===== config.mk =====
export PLATFORM = sky130hd
export DESIGN_NAME = irq_sequencer
export DESIGN_NICKNAME = d
export VERILOG_FILES = /design/src/rtl/irq_sequencer.sv
export SDC_FILE = /design/constraint.sdc
export NUM_CORES = 1
export LEC_CHECK = 0
export CAP_MARGIN = 0
export CELL_PAD_IN_SITES_DETAIL_PLACEMENT = 1
export CELL_PAD_IN_SITES_GLOBAL_PLACEMENT = 1
export CORE_MARGIN = 2
export CORE_UTILIZATION = 34
export DETAILED_ROUTE_END_ITERATION = 7
export GPL_TIMING_DRIVEN = 0
export PLACE_DENSITY_LB_ADDON = 0.1
export SYNTH_ARGS = -nofsm -noshare
export SYNTH_HDL_FRONTEND = slang
export SYNTH_SLANG_ARGS = --single-unit

===== constraint.sdc =====
create_clock -name i_clk -period 3.5 [get_ports i_clk]
set_clock_uncertainty 0.1 [all_clocks]
set_input_delay 0.7 -clock i_clk [delete_from_list [all_inputs] [get_ports i_clk]]
set_output_delay 0.7 -clock i_clk [all_outputs]
set_load 0.05 [all_outputs]

===== src/rtl/irq_sequencer.sv =====
// Fixed-priority interrupt sequencer for the single-cycle CPU: it synchronizes 4 edge-triggered irq lines and, when it takes one, steers the datapath to that line's vector.
// Optional build macro IRQ_NESTING_EN lets a strictly higher-priority line preempt a running handler.
module irq_sequencer #(
    parameter logic [9:0] VEC_BASE    = 10'h3C0,
    parameter int         VEC_STRIDE  = 4,
    parameter int         SYNC_STAGES = 2
) (
    input  logic       i_clk,
    input  logic       i_reset,
    input  logic [3:0] i_irq,
    input  logic       i_ei,
    input  logic       i_di,
    input  logic       i_reti,
    input  logic       i_hold,
    input  logic       i_mask_we,
    input  logic [3:0] i_mask_d,
    output logic       o_irq_take,
    output logic [9:0] o_irq_vector,
    output logic [1:0] o_active_id,
    output logic [3:0] o_pending,
    output logic [3:0] o_in_service,
    output logic       o_gie,
    output logic       o_spurious_reti
);

    logic [SYNC_STAGES-1:0][3:0] r_sync;
    logic [3:0]                  r_syncPrev;
    logic [3:0]                  r_pending;
    logic [3:0]                  r_inService;
    logic [3:0]                  r_mask;
    logic                        r_gie;
    logic                        r_spurious;

    logic [3:0] w_edge;
    logic [3:0] w_eligible;
    logic [1:0] w_winner;
    logic [1:0] w_activeId;
    logic [3:0] w_winnerOneHot;
    logic [3:0] w_activeOneHot;
    logic       w_serviceOk;
    logic       w_take;

    // Bit 0 is highest priority, so the lowest set index wins.
    function automatic logic [1:0] lowestIndex(input logic [3:0] v);
        lowestIndex = 2'd0;
        for (int k = 3; k >= 0; k--) begin
            if (v[k]) lowestIndex = 2'(k);
        end
    endfunction

    always_comb begin
        w_edge         = r_sync[SYNC_STAGES-1] & ~r_syncPrev;
        w_eligible     = r_pending & r_mask;
        w_winner       = lowestIndex(w_eligible);
        w_activeId     = lowestIndex(r_inService);
        w_winnerOneHot = 4'b0001 << w_winner;
        w_activeOneHot = 4'b0001 << w_activeId;
`ifdef IRQ_NESTING_EN
        w_serviceOk    = (r_inService == 4'b0000) || (w_winner < w_activeId);
`else
        w_serviceOk    = (r_inService == 4'b0000);
`endif
        w_take         = r_gie && (|w_eligible) && !i_hold && !i_reti && w_serviceOk;
    end

    // A new edge on the line being taken keeps it pending, so the clear is applied before the set.
    always_ff @(posedge i_clk) begin
        if (i_reset) begin
            r_sync      <= '0;
            r_syncPrev  <= 4'b0000;
            r_pending   <= 4'b0000;
            r_inService <= 4'b0000;
            r_mask      <= 4'b0000;
            r_gie       <= 1'b0;
            r_spurious  <= 1'b0;
        end else begin
            r_sync     <= {r_sync[SYNC_STAGES-2:0], i_irq};
            r_syncPrev <= r_sync[SYNC_STAGES-1];
            r_pending  <= (r_pending & ~(w_take ? w_winnerOneHot : 4'b0000)) | w_edge;

            if (w_take) begin
                r_inService <= r_inService | w_winnerOneHot;
            end else if (i_reti && (r_inService != 4'b0000)) begin
                r_inService <= r_inService & ~w_activeOneHot;
            end

            if (i_reti && (r_inService == 4'b0000)) begin
                r_spurious <= 1'b1;
            end

            if (i_di) begin
                r_gie <= 1'b0;
            end else if (i_ei) begin
                r_gie <= 1'b1;
            end

            if (i_mask_we) begin
                r_mask <= i_mask_d;
            end
        end
    end

    assign o_irq_take      = w_take;
    assign o_irq_vector    = VEC_BASE + (10'(VEC_STRIDE) * {8'd0, w_winner});
    assign o_active_id     = w_activeId;
    assign o_pending       = r_pending;
    assign o_in_service    = r_inService;
    assign o_gie           = r_gie;
    assign o_spurious_reti = r_spurious;

endmodule


# Word level (Yosys, flattened, before mapping)
# Cells that the tools add are included.
dict set report word_totals {
  regBits 26
  inputBits 15
  out_inout_bits 23
  wordCells 44
}
dict set report op_classes {
  add_sub_neg 1
  shifts 2
  mux 11
  bitwise_logic 9
  reduce_logical 13
}
# cell count
set ops {}
lappend ops {{$and A4 B4 Y4} 4}
lappend ops {{$mux W2} 8}
lappend ops {{$mux W4} 3}
lappend ops {{$not A4 Y4} 3}
lappend ops {{$add A7 B5 Y8 const A} 1}
lappend ops {{$or A4 B4 Y4} 2}
lappend ops {{$shl A1 B2 Y4 const A} 2}
lappend ops {{$logic_and A1 B1 Y1} 6}
lappend ops {{$logic_not A4 Y1} 1}
lappend ops {{$reduce_bool A4 Y1} 1}
lappend ops {{$reduce_or A4 Y1} 1}
lappend ops {{$logic_not A1 Y1} 2}
lappend ops {{$reduce_bool A2 Y1} 1}
lappend ops {{$reduce_or A2 Y1} 1}

# Longest topological paths before layout
# Gate-level depths: netlist of the first run.
dict set report logic_depth {
  depth_word 10
  depth_mapped 4
  ltp_nobuf 3
}

# Worst setup path after synthesis of the first run
# OpenSTA, ideal clock, no wires.
dict set report synth_timing {
  path_type {input -> output}
  startpoint {input i_hold}
  endpoint {output o_irq_take}
  t_arrival_ns 2.284
  t_required_ns 2.700
  path_slack_ns 0.416
  cell_stages 2
  n_path_buf 0
  path_cell_list {or3b_2 nor3_1}
}
dict set report synth_via {
  elab_chain_len 4
}
# element line
set synth_rtl {}
lappend synth_rtl {{start, declared} 14} ;# input logic i_hold,
lappend synth_rtl {{$logic_not A1 Y1} 63} ;# w_take = r_gie && (|w_eligible) && !i_hold && !i_reti && w_serviceOk;
lappend synth_rtl {{$logic_and A1 B1 Y1 (3 in series)} 63}
lappend synth_rtl {{end, declared} 17} ;# output logic o_irq_take,
# No other way between the ends.

# Worst setup path after layout of the first run
dict set report layout_timing {
  startpoint {input i_reti}
  endpoint {output o_irq_take}
}
dict set report layout_via {
  elab_chain_len 3
}
# element line
set layout_rtl {}
lappend layout_rtl {{start, declared} 13} ;# input logic i_reti,
lappend layout_rtl {{$logic_not A1 Y1} 63}
lappend layout_rtl {{$logic_and A1 B1 Y1 (2 in series)} 63}
# No other way between the ends.

==> impl_metrics.env, run 1 <==
export IMPL_status="finished, final reports clean"
export IMPL_clockBufferDepth=2
export IMPL_finalHoldViolations=0
export IMPL_critPathArrivalTime_ps=2420
export IMPL_post_place_ws_ps=-9.10
export IMPL_ys_flop_type="dfxtp_1"
export IMPL_via_count=896
export IMPL_start_util=0.356
export IMPL_cp_required_ps=2700
export IMPL_ant_nets=0
export IMPL_peakVddDrop_mv=0.251
export IMPL_grt_use_total=0.141
export IMPL_h_tree_depth=1
export IMPL_synth_seq_cells=26
export IMPL_setup_viol=0
export IMPL_cts_setup_buffers=0
export IMPL_postPlaceCellArea_um2=1430
export IMPL_dieArea_um2=3640
export IMPL_final_period_utilization=0.919
export IMPL_multi_input_area_um2=487
export IMPL_rsz0062_at_grt="no"
export IMPL_fin_nets=168
export IMPL_hpwlAfterDp_mm=1.78
export IMPL_netlist_cell_type_count=32
export IMPL_clkTransAtPathRegs_ps=140
export IMPL_fmax_mhz=311
export IMPL_fp_dieW_um=60.3
export IMPL_p_leak_nw=0.587
export IMPL_yosysSeqAreaShare=0.483
export IMPL_port_buffer_count=27
export IMPL_drc_errors=0
export IMPL_drive_above_1_share=0.145
export IMPL_io_pins=38
export IMPL_antenna_found_initial=0
export IMPL_synthToLayoutAreaGrowth_pct=37.0
export IMPL_antenna_diode_count=0
export IMPL_cts_sinks=26
export IMPL_grt_first_pass_wirelength_mm=3.83
export IMPL_synth_area_per_cell_um2=9.38
export IMPL_cap_violations=0
export IMPL_power_density_nw_per_um2=419
export IMPL_cts_inserted_buffers=3
export IMPL_via_per_inst=4.57
export IMPL_num_rows=20
export IMPL_critical_path_class="input pin to primary output"
export IMPL_n_fill_cell=368
export IMPL_grt_pass1_vias=896
export IMPL_max_slew_margin=0.496
export IMPL_layout_setup_ws_ps=284
export IMPL_cts_root_buf="clkbuf_4"
export IMPL_period_needed_ps=3220
export IMPL_design_area_um2=1480
export IMPL_drt_wl_total_mm=2.32
export IMPL_clk_latency_ps=320
export IMPL_synth_cells=115
export IMPL_endpoint_kind="primary output"
export IMPL_fp_dieH_um=60.3
export IMPL_async_reset_ff_frac=0
export IMPL_worstPathMaxFanout=5
export IMPL_wl_per_cell_um=11.8
export IMPL_tightest_slew_ps=749
export IMPL_grt_ovfl_total=0
export IMPL_register_area_um2=520
export IMPL_finalMaxSlewViolations=0
export IMPL_first_pass_iters=4
export IMPL_grt_start_max_net_pins=16
export IMPL_yosysWarnings=0
export IMPL_netlist_area_um2=1080
export IMPL_synth_edf_count=0
export IMPL_drtIter0Drc=13
export IMPL_cts_tree="done"
export IMPL_fp_coreArea_um2=3030
export IMPL_critPathLaunchType="input pin"
export IMPL_place_congestion=0.672
export IMPL_hold_path_class="register to register"
## power breakdown
group	total [mW]	leakage [nW]	internal, mW	switching [mW]
Clock	0.207	0.0279	0.116	0.0909
Combinational	0.0953	0.346	0.0394	0.0558
Sequential	0.317	0.213	0.308	0.00841
Total	0.619	0.587	0.464	0.155
## final cells by class
class / instances / share of cell area
Clock buffer: 3 / 0.0152
Timing Repair Buffer: 27 / 0.182
Sequential cell: 26 / 0.352
Tap cell: 44 / 0.0373
Multi-Input combinational cell: 78 / 0.329
Inverter: 5 / 0.0127
Buffer: 12 / 0.0508
Clock inverter: 1 / 0.0203
## timing repair
action | CTS | global route
hold buffers | 0 | 0
setup endpoints to repair | 1 | 0
resized for setup | 1 | 0
## path summary, 6_finish.rpt
path | start | endpoint | slack, ps | cells past startpoint
max | i_reti | o_irq_take | 280 | 4
min | r_sync[0] | r_sync[4] | 360 | 1
max reg2reg | o_in_service[1] | o_pending[3] | 1400 | 3
min reg2reg | r_sync[0] | r_sync[4] | 360 | 1
## per-stage QoR
stage          hold slack, ps  total power, mW  TNS [ps]  instances   util
4_1_cts                   363            0.625         0        196  0.488
3_3_place_gp              320            0.417     -19.0        192  0.471
3_5_place_dp              335            0.419     -9.10        192  0.471
2_1_floorplan             314            0.388         0        121      -
5_1_grt                   372            0.648         0        196  0.488
6_report                  359            0.619         0        196  0.488
## sequential cells by signal (all words and copies together) (netlist names)
| register | cells |
|---|---|
| r_sync | 8 |
| o_in_service | 4 |
| o_pending | 4 |
| r_mask | 4 |
| r_syncPrev | 4 |
| o_gie | 1 |
| o_spurious_reti | 1 |
## cells in the mapped netlist (3+ instances only)
cell type  number  area [µm²]
dfxtp_1        26         521
nor2b_1        14        87.6
nor2_1         12        45.0
buf_4           8        60.1
inv_1           5        18.8
nor3_1          5        25.0
a21oi_1         4        20.0
clkbuf_1        4        15.0
mux2i_1         4        40.0
nand2_1         3        11.3
nor3b_1         3        22.5
## routing by layer
metal,share of wire,track usage
met2,0.49,0.248
met1,0.45,0.165
met3,0.049,0.0281
met5,0,0
met4,0.0082,0.0571
## placed cells by master (no fill, tap or decap), types with 3 or more instances in the layout
cell type	count
mux2i_1	4
conb_1	8
a21oi_1	4
nor2_1	12
nor3b_1	3
buf_4	8
clkbuf_1	4
nor3_1	5
dfxtp_1	26
nand2_1	3
clkbuf_4	3
nor2b_1	14
inv_1	5
clkdlybuf4s50_1	26
## cell families after synthesis
family	Yosys count	share of synthesized area
buffers and inverters	17	0.0870
multiplexers	4	0.0371
AO/OA/AOI/OAI	17	0.123
flip-flops	26	0.483
AND/OR/NAND/NOR	49	0.263
other	2	0.00696
## critical path: stages
cell and delay (ps):
clkdlybuf4s50_1 490, or3b_2 510, nor3_1 170, dlygate4sd2_1 560
(Power assumes the default switching activity.)
==> run 2, diff against run 1 <==
SETUP_SLACK_MARGIN = 0.4   (was not set)
==> run 2 against run 1 <==
Critical endpoint unchanged. Final cell count is the same. Critical path type unchanged. First-iteration DRC count unchanged. Wire length is 0.22% higher. Count of clock-buffer cells in the layout stayed put. Critical path depth unchanged. Register-to-register slack is essentially flat. Global-route usage did not move. Fmax up 8.6%. Largest power group unchanged. Power hardly changed. Clock power is essentially flat.
==> impl_metrics.env, run 2 (same netlist as run 1, synthesis figures left out) <==
export IMPL_antenna_found_initial=0
export IMPL_h_tree_depth=1
export IMPL_wl_per_cell_um=11.9
export IMPL_critPathArrivalTime_ps=2160
export IMPL_dieArea_um2=3640
export IMPL_max_slew_margin=0.496
export IMPL_status="finished, final reports clean"
export IMPL_postPlaceCellArea_um2=1430
export IMPL_grt_start_max_net_pins=16
export IMPL_grt_use_total=0.141
export IMPL_reg2reg_from="o_in_service[1]"
export IMPL_io_pins=38
export IMPL_cts_inserted_buffers=3
export IMPL_most_common_layout_cells="26 x clkdlybuf4s50_1, 26 x dfxtp_1, 14 x nor2b_1"
export IMPL_crit_end="o_irq_take"
export IMPL_finalMaxSlewViolations=0
export IMPL_antenna_diode_count=0
export IMPL_endpoint_kind="primary output"
export IMPL_synthToLayoutAreaGrowth_pct=36.7
export IMPL_critPathLaunch="i_reti"
export IMPL_multi_input_area_um2=487
export IMPL_period_needed_ps=2960
export IMPL_port_buffer_count=27
export IMPL_cp_required_ps=2700
export IMPL_final_core_utilization=0.487
export IMPL_via_per_inst=4.57
export IMPL_rsz0062_at_grt="no"
export IMPL_fin_nets=168
export IMPL_regMostFlops="r_sync"
export IMPL_ant_nets=0
export IMPL_path_depth=4
export IMPL_final_cell_count_no_fill=196
export IMPL_critical_path_class="input pin to primary output"
export IMPL_drc_errors=0
export IMPL_setup_viol=0
export IMPL_fp_coreArea_um2=3030
export IMPL_fp_dieW_um=60.3
export IMPL_cts_setup_buffers=0
export IMPL_worstPathMaxFanout=5
export IMPL_n_fill_cell=370
export IMPL_cap_violations=0
export IMPL_p_total_uw=619
export IMPL_drtIter0Drc=13
export IMPL_final_period_utilization=0.847
export IMPL_design_area_um2=1470
export IMPL_p_leak_nw=0.584
export IMPL_first_pass_iters=4
export IMPL_hpwlAfterDp_mm=1.78
export IMPL_num_rows=20
export IMPL_peakVddDrop_mv=0.251
export IMPL_grt_pass1_vias=896
export IMPL_max_stage_delay_ps=510
export IMPL_cp_num_buf_inv=2
export IMPL_fmax_mhz=338
export IMPL_place_congestion=0.672
export IMPL_dp_cells=192
export IMPL_drive_above_1_share=0.151
export IMPL_start_util=0.356
export IMPL_r2r_setup_slack_ps=1400
export IMPL_grt_first_pass_wirelength_mm=3.83
export IMPL_fp_dieH_um=60.3
export IMPL_register_area_um2=520
export IMPL_power_density_nw_per_um2=420
export IMPL_grt_ovfl_total=0
export IMPL_clk_latency_ps=320
export IMPL_path_cells="clkdlybuf4s50_1 > or3b_2 > nor3_1 > buf_2"
export IMPL_largest_reg_flops=8
export IMPL_critPathLaunchType="input pin"
export IMPL_hold_path_class="register to register"
export IMPL_cp_slowest_cell="or3b_2"
export IMPL_cts_sinks=26
export IMPL_via_count=896
export IMPL_finalHoldViolations=0
export IMPL_r2r_end="o_pending[3]"
export IMPL_drt_wl_total_mm=2.33
export IMPL_ctsHoldBuffers=0
export IMPL_hold_ws_ps=359
export IMPL_clkTransAtPathRegs_ps=140
export IMPL_cts_tree="done"
export IMPL_cts_root_buf="clkbuf_4"
export IMPL_tightest_slew_ps=749
export IMPL_cp_top_family="buffers and inverters"
export IMPL_reg2reg_depth=3
export IMPL_clockBufferDepth=2
-- run 2: cell types whose count changed in the layout (fill, tap and decap cells not counted) --
cell           change
buf_2              +1
dlygate4sd2_1      -1
-- run 2: worst min path at each step --
| stage | from | to | slack, ps | depth (start not counted) |
|---|---|---|---|---|
| 3_5_place_dp | r_sync[0] | r_sync[4] | 340 | 1 |
| 4_1_cts | r_sync[0] | r_sync[4] | 360 | 1 |
| 3_3_place_gp | r_sync[0] | r_sync[4] | 320 | 1 |
| 2_1_floorplan | r_sync[0] | r_sync[4] | 310 | 1 |
| 6_report | r_sync[0] | r_sync[4] | 360 | 1 |
| 5_1_grt | r_sync[2] | r_sync[6] | 370 | 1 |
-- run 2: metrics by stage --
stage / worst slack, ps / TNS (ps)
after floorplan: 416 / 0
after global placement: -19.0 / -19.0
after detailed placement: -9.10 / -9.10
after CTS: 420 / 0
final: 537 / 0
after global routing: 441 / 0
-- run 2: layout make-up --
type	instances	area share
clock buffers	3	0.0153
multi-input cells	78	0.330
inverters	5	0.0127
plain buffers	12	0.0509
clock inverters	1	0.0204
repair buffers	27	0.180
well taps	44	0.0374
flip-flops and latches	26	0.353
-- run 2: metal layers --
layer | global-route usage | vias to the layer above | part of all wire
met1 | 0.165 | 414 | 0.45
met2 | 0.248 | 22 | 0.49
met4 | 0.0571 | 0 | 0.0082
met5 | 0 | - | 0
met3 | 0.0281 | 2 | 0.048
li1 | - | 458 | -
-- run 2: power breakdown --
part / leakage [nW] / internal [mW] / switching (mW)
Sequential: 0.213 / 0.308 / 0.00844
Combinational: 0.343 / 0.0394 / 0.0558
Clock: 0.0279 / 0.116 / 0.0910
-- run 2: what timing repair did --
action                                  in CTS  in global routing
resized for setup                            4                  2
endpoints found under the setup margin       1                  1
cloned                                       0                  0
pin swaps                                    0                  0
==> run 3, diff against run 2 <==
CORE_UTILIZATION = 32   (was 34)
clock period = 3.1 ns   (was 3.5 ns; I/O delays follow)
==> run 3 against run 2 <==
Final area up 0.26%. Setup slack worse by 10 ps. Register-to-register slack worse by 410 ps. Sequential share of layout area decreased by 0.090 points. Clock power fell by 15%. Die area grew 5.8%. Sequential power up 13%.
==> impl_metrics.env, run 3 (same netlist as run 1, synthesis figures left out) <==
export IMPL_clockBufferDepth=2
export IMPL_worstPathMaxFanout=3
export IMPL_n_fill_cell=397
export IMPL_swShare=0.276
export IMPL_cap_violations=0
export IMPL_reg2reg_from="o_in_service[1]"
export IMPL_port_buffer_count=27
export IMPL_setup_viol=0
export IMPL_grt_ovfl_total=0
export IMPL_cts_inserted_buffers=3
export IMPL_rsz0062_at_grt="no"
export IMPL_num_rows=21
export IMPL_h_tree_depth=1
export IMPL_peakVddDrop_mv=0.188
export IMPL_tns_ps=0
export IMPL_critical_path_class="input pin to primary output"
export IMPL_final_cell_count_no_fill=198
export IMPL_largest_reg_flops=8
export IMPL_via_per_inst=4.58
export IMPL_p_total_uw=641
export IMPL_hold_path_class="register to register"
export IMPL_grt_start_max_net_pins=15
export IMPL_tightest_slew_ps=743
export IMPL_layout_commonest_cell="dfxtp_1"
export IMPL_critPathArrivalTime_ps=1850
export IMPL_switching_power_uw=177
export IMPL_first_pass_iters=4
export IMPL_cp_top_family="simple AND/OR/NAND/NOR gates"
export IMPL_start_util=0.328
export IMPL_min_delay_start="r_sync[0]"
export IMPL_fp_dieW_um=62.1
export IMPL_max_stage_delay_ps=420
export IMPL_r2r_setup_slack_ps=990
export IMPL_share_seq_of_total_power=0.558
export IMPL_reg2reg_depth=3
export IMPL_drive_above_1_share=0.158
export IMPL_cp_required_ps=2380
export IMPL_status="finished, final reports clean"
export IMPL_cts_root_buf="clkbuf_4"
export IMPL_fp_dieH_um=62.1
export IMPL_clkTransAtPathRegs_ps=140
export IMPL_ant_nets=0
export IMPL_power_density_nw_per_um2=434
export IMPL_r2r_end="o_pending[3]"
export IMPL_finalHoldViolations=0
export IMPL_hold_ws_ps=355
export IMPL_whs_path_depth=1
export IMPL_ctsHoldBuffers=0
export IMPL_dieArea_um2=3850
export IMPL_wl_per_cell_um=12.0
export IMPL_via_count=906
export IMPL_io_pins=38
export IMPL_cp_slowest_cell="clkdlybuf4s50_1"
export IMPL_finalMaxSlewViolations=0
export IMPL_fmax_mhz=389
export IMPL_grt_pass1_vias=853
export IMPL_drt_wl_total_mm=2.38
export IMPL_place_congestion=0.728
export IMPL_antenna_found_initial=0
export IMPL_final_period_utilization=0.830
export IMPL_regMostFlops="r_sync"
export IMPL_power_share_clock=0.274
export IMPL_period_needed_ps=2570
export IMPL_hold_end="r_sync[4]"
export IMPL_register_area_um2=520
export IMPL_grt_first_pass_wirelength_mm=3.95
export IMPL_synthToLayoutAreaGrowth_pct=37.0
export IMPL_intPower_uw=464
export IMPL_path_cells="clkdlybuf4s50_1 > or3b_4 > nor3_2 > buf_6"
export IMPL_cts_tree="done"
export IMPL_max_slew_margin=0.500
export IMPL_fp_coreArea_um2=3280
export IMPL_critPathLaunchType="input pin"
export IMPL_most_common_layout_cells="26 x dfxtp_1, 23 x clkdlybuf4s50_1, 14 x nor2b_1"
export IMPL_final_core_utilization=0.450
export IMPL_cp_num_buf_inv=2
export IMPL_fin_nets=168
export IMPL_dp_cells=194
export IMPL_p_leak_nw=0.612
export IMPL_hpwlAfterDp_mm=1.84
export IMPL_clk_latency_ps=330
export IMPL_antenna_diode_count=0
export IMPL_endpoint_kind="primary output"
export IMPL_drtIter0Drc=28
export IMPL_grt_use_total=0.142
export IMPL_cts_sinks=26
export IMPL_p_comb_frac=0.168
export IMPL_multi_input_area_um2=494
export IMPL_drc_errors=0
## run 3: changes by cell type in the layout (fill, tap and decap cells not counted), sizes merged
cell	change
dlymetal6s2s	+2
clkdlybuf4s50	-3
dlygate4sd2	+1
bufinv	-1
clkbuf	+1
## run 3: worst max-delay path by stage
stage	from	endpoint	slack, ps	cells after the start
floorplan	o_in_service[2]	o_active_id[1]	500	2
global route	o_in_service[2]	o_active_id[1]	420	3
CTS	o_pending[0]	o_irq_vector[3]	430	3
detailed placement	i_reti	o_irq_take	-260	4
global placement	i_reti	o_irq_take	-240	4
finish	i_hold	o_irq_take	530	4
## run 3: routing by layer
layer  track usage  vias up  routed length (µm)
li1              -      455                   -
met1         0.180      422                1030
met2         0.232       24                1170
met3        0.0228        5                 129
met4        0.0729        0                  53
met5             0        -                   0
## run 3: power groups by stage
stage | combinational (mW) | sequential, mW | clock [mW]
after CTS | 0.109 | 0.358 | 0.187
final | 0.108 | 0.358 | 0.176
after detailed placement | 0.108 | 0.365 | 0
after floorplan | 0.0604 | 0.378 | 0
after global routing | 0.117 | 0.360 | 0.198
after global placement | 0.107 | 0.364 | 0
## run 3: cell type report
class | instances | area share
repair buffers | 27 | 0.186
clock buffers | 4 | 0.0246
inverters | 5 | 0.0127
flip-flops and latches | 26 | 0.352
well taps | 46 | 0.0389
multi-input cells | 78 | 0.334
plain buffers | 12 | 0.0508
## run 3: metrics by stage
step | instance area (µm²) | worst slack, ps
2_1_floorplan | 1110 | 498
3_3_place_gp | 1430 | -237
3_5_place_dp | 1430 | -260
4_1_cts | 1470 | 435
5_1_grt | 1480 | 423
6_report | 1480 | 527
## run 3: timing repair
action,4_1_cts,5_1_grt
gates resized for setup,9,2
setup buffers,0,0
endpoints found under the hold margin,0,0
gates cloned,0,0
setup endpoints to repair,2,2
==> patch (flow settings as in run 3) <==
Add an input register stage for `i_irq`, without a reset; this delays it by one clock. The other inputs are not delayed to match.
--- a/src/rtl/irq_sequencer.sv
+++ b/src/rtl/irq_sequencer.sv
@@ -22,6 +22,12 @@
     output logic       o_gie,
     output logic       o_spurious_reti
 );
+
+    logic [3:0] i_irq_q;
+
+    always_ff @(posedge i_clk) begin
+        i_irq_q <= i_irq;
+    end
 
     logic [SYNC_STAGES-1:0][3:0] r_sync;
     logic [3:0]                  r_syncPrev;
@@ -74,7 +80,7 @@
             r_gie       <= 1'b0;
             r_spurious  <= 1'b0;
         end else begin
-            r_sync     <= {r_sync[SYNC_STAGES-2:0], i_irq};
+            r_sync     <= {r_sync[SYNC_STAGES-2:0], i_irq_q};
             r_syncPrev <= r_sync[SYNC_STAGES-1];
             r_pending  <= (r_pending & ~(w_take ? w_winnerOneHot : 4'b0000)) | w_edge;
 
Check against the original RTL: not equivalent (a bounded check fails within 4 cycles, from zero or initial values and one cycle with i_reset high).
==> patch against run 3 <==
Routed wire length is 6.7% higher. Total power is 19% higher. Clock power is 36% higher. Utilization is 1.1 points higher. Fmax is 4.7% lower. Global-route usage is 0.70 points lower. Sequential cell count is 4 higher. Non-clock buffer count stayed put. Cell area is 6.4% higher. Die area is 6.9% higher. Sequential share of layout area is 3.0 points higher. Area after synthesis is 7.4% higher. Setup slack worse by 0.13 ns.
==> patch: results (changes against run 3) <==
Status
The run finished with clean final reports.

GRT
The met3 layer usage reported by global route is 0.0475 (+0.0248). The largest net degree at the start of global routing came to 11 (-4). The via count of the first global-routing pass is 922 (+8.1%).

The total track usage is 0.135 (-0.00700). The global routing met2 resource utilization is 0.212 (-0.0199).

Worst setup path
The endpoint arrival time on the critical path is 1.98 ns (+0.13 ns). The most critical setup path has its startpoint at i_reti. The highest fanout seen on the critical path is 8 (+5). The maximum single-stage delay on the critical path came to 0.58 ns (+0.16 ns).

Yosys
After synthesis, the cell types taking the most area are dfxtp_1 52%, nor2b_1 5.9%, buf_4 5.2%, nor2_1 3.9%, mux2i_1 3.5%. The sequential-to-total area share from yosys stat was 0.518 (+0.0358). The number of distinct library cell variants in the gate-level netlist after synthesis was 33 (+3.1%). Counting instances in the post-synthesis netlist gives the leading cell types as 30 x dfxtp_1, 12 x nor2_1, 11 x nor2b_1, 8 x buf_4, 7 x inv_1.

Pwr
The peak supply drop is 0.000319 V (+69%). The internal power component is 556 uW (+20%). The portion of total power attributed to the clock network is 0.315 (+0.041).

Worst hold path
The start point of the worst min-delay path is r_syncPrev[2]$_SDFF_PP0_.

STA
The slew at the pin closest to its max-slew limit came to 0.504 ns (-0.239 ns).

Detailed routing
The detailed-routed wire length on met3 was 169 um (+31%). The total number of vias is 905 (-0.11%). The detailed route wirelength on metal2 is 1170 um (+0.17%).

The met1 wire length is 1150 um (+12%).

Placement
The last weighted congestion value of the routability-driven placer came to 0.783 (+7.6%). The standard cell area after detailed placement is 0.00151 sq mm (+5.2%).

Clocking
The clock buffer count from CTS is 5 (+2). The clock latency at the later pin of the worst-skew pair came to 0.31 ns (-0.02 ns).

Final layout
The share of final-layout standard cells stronger than drive strength 1 is 0.155 (-0.00306).
## patch: area by class of cell
type                            count  area, sq um
Multi-Input combinational cell     71          467
Sequential cell                    30          601
Clock inverter                      1         5.00
Timing Repair Buffer               27          269
Clock buffer                        7         55.1
Tap cell                           46         57.6
Buffer                             12         92.6
Fill cell                         420         1840
Inverter                            7         26.3
## patch: cell families (layout without fill, tap and decap cells)
kind of cell,Yosys count,count (layout),share of synthesized area
AO/OA/AOI/OAI,20,20,0.149
buffers and inverters,19,54,0.103
flip-flops,30,30,0.518
multiplexers,4,4,0.0346
other,2,8,0.00648
AND/OR/NAND/NOR,39,39,0.189
## patch: critical path, delay by kind of cell
family | cells | cell delay, ns
buffers and inverters | 2 | 0.92
AO/OA/AOI/OAI | 1 | 0.43
## patch: metrics by stage
step	setup slack [ns]	cells
after floorplan	0.476	120
after global placement	-0.109	193
after detailed placement	-0.127	193
after CTS	0.183	201
after global routing	0.332	201
final	0.399	201
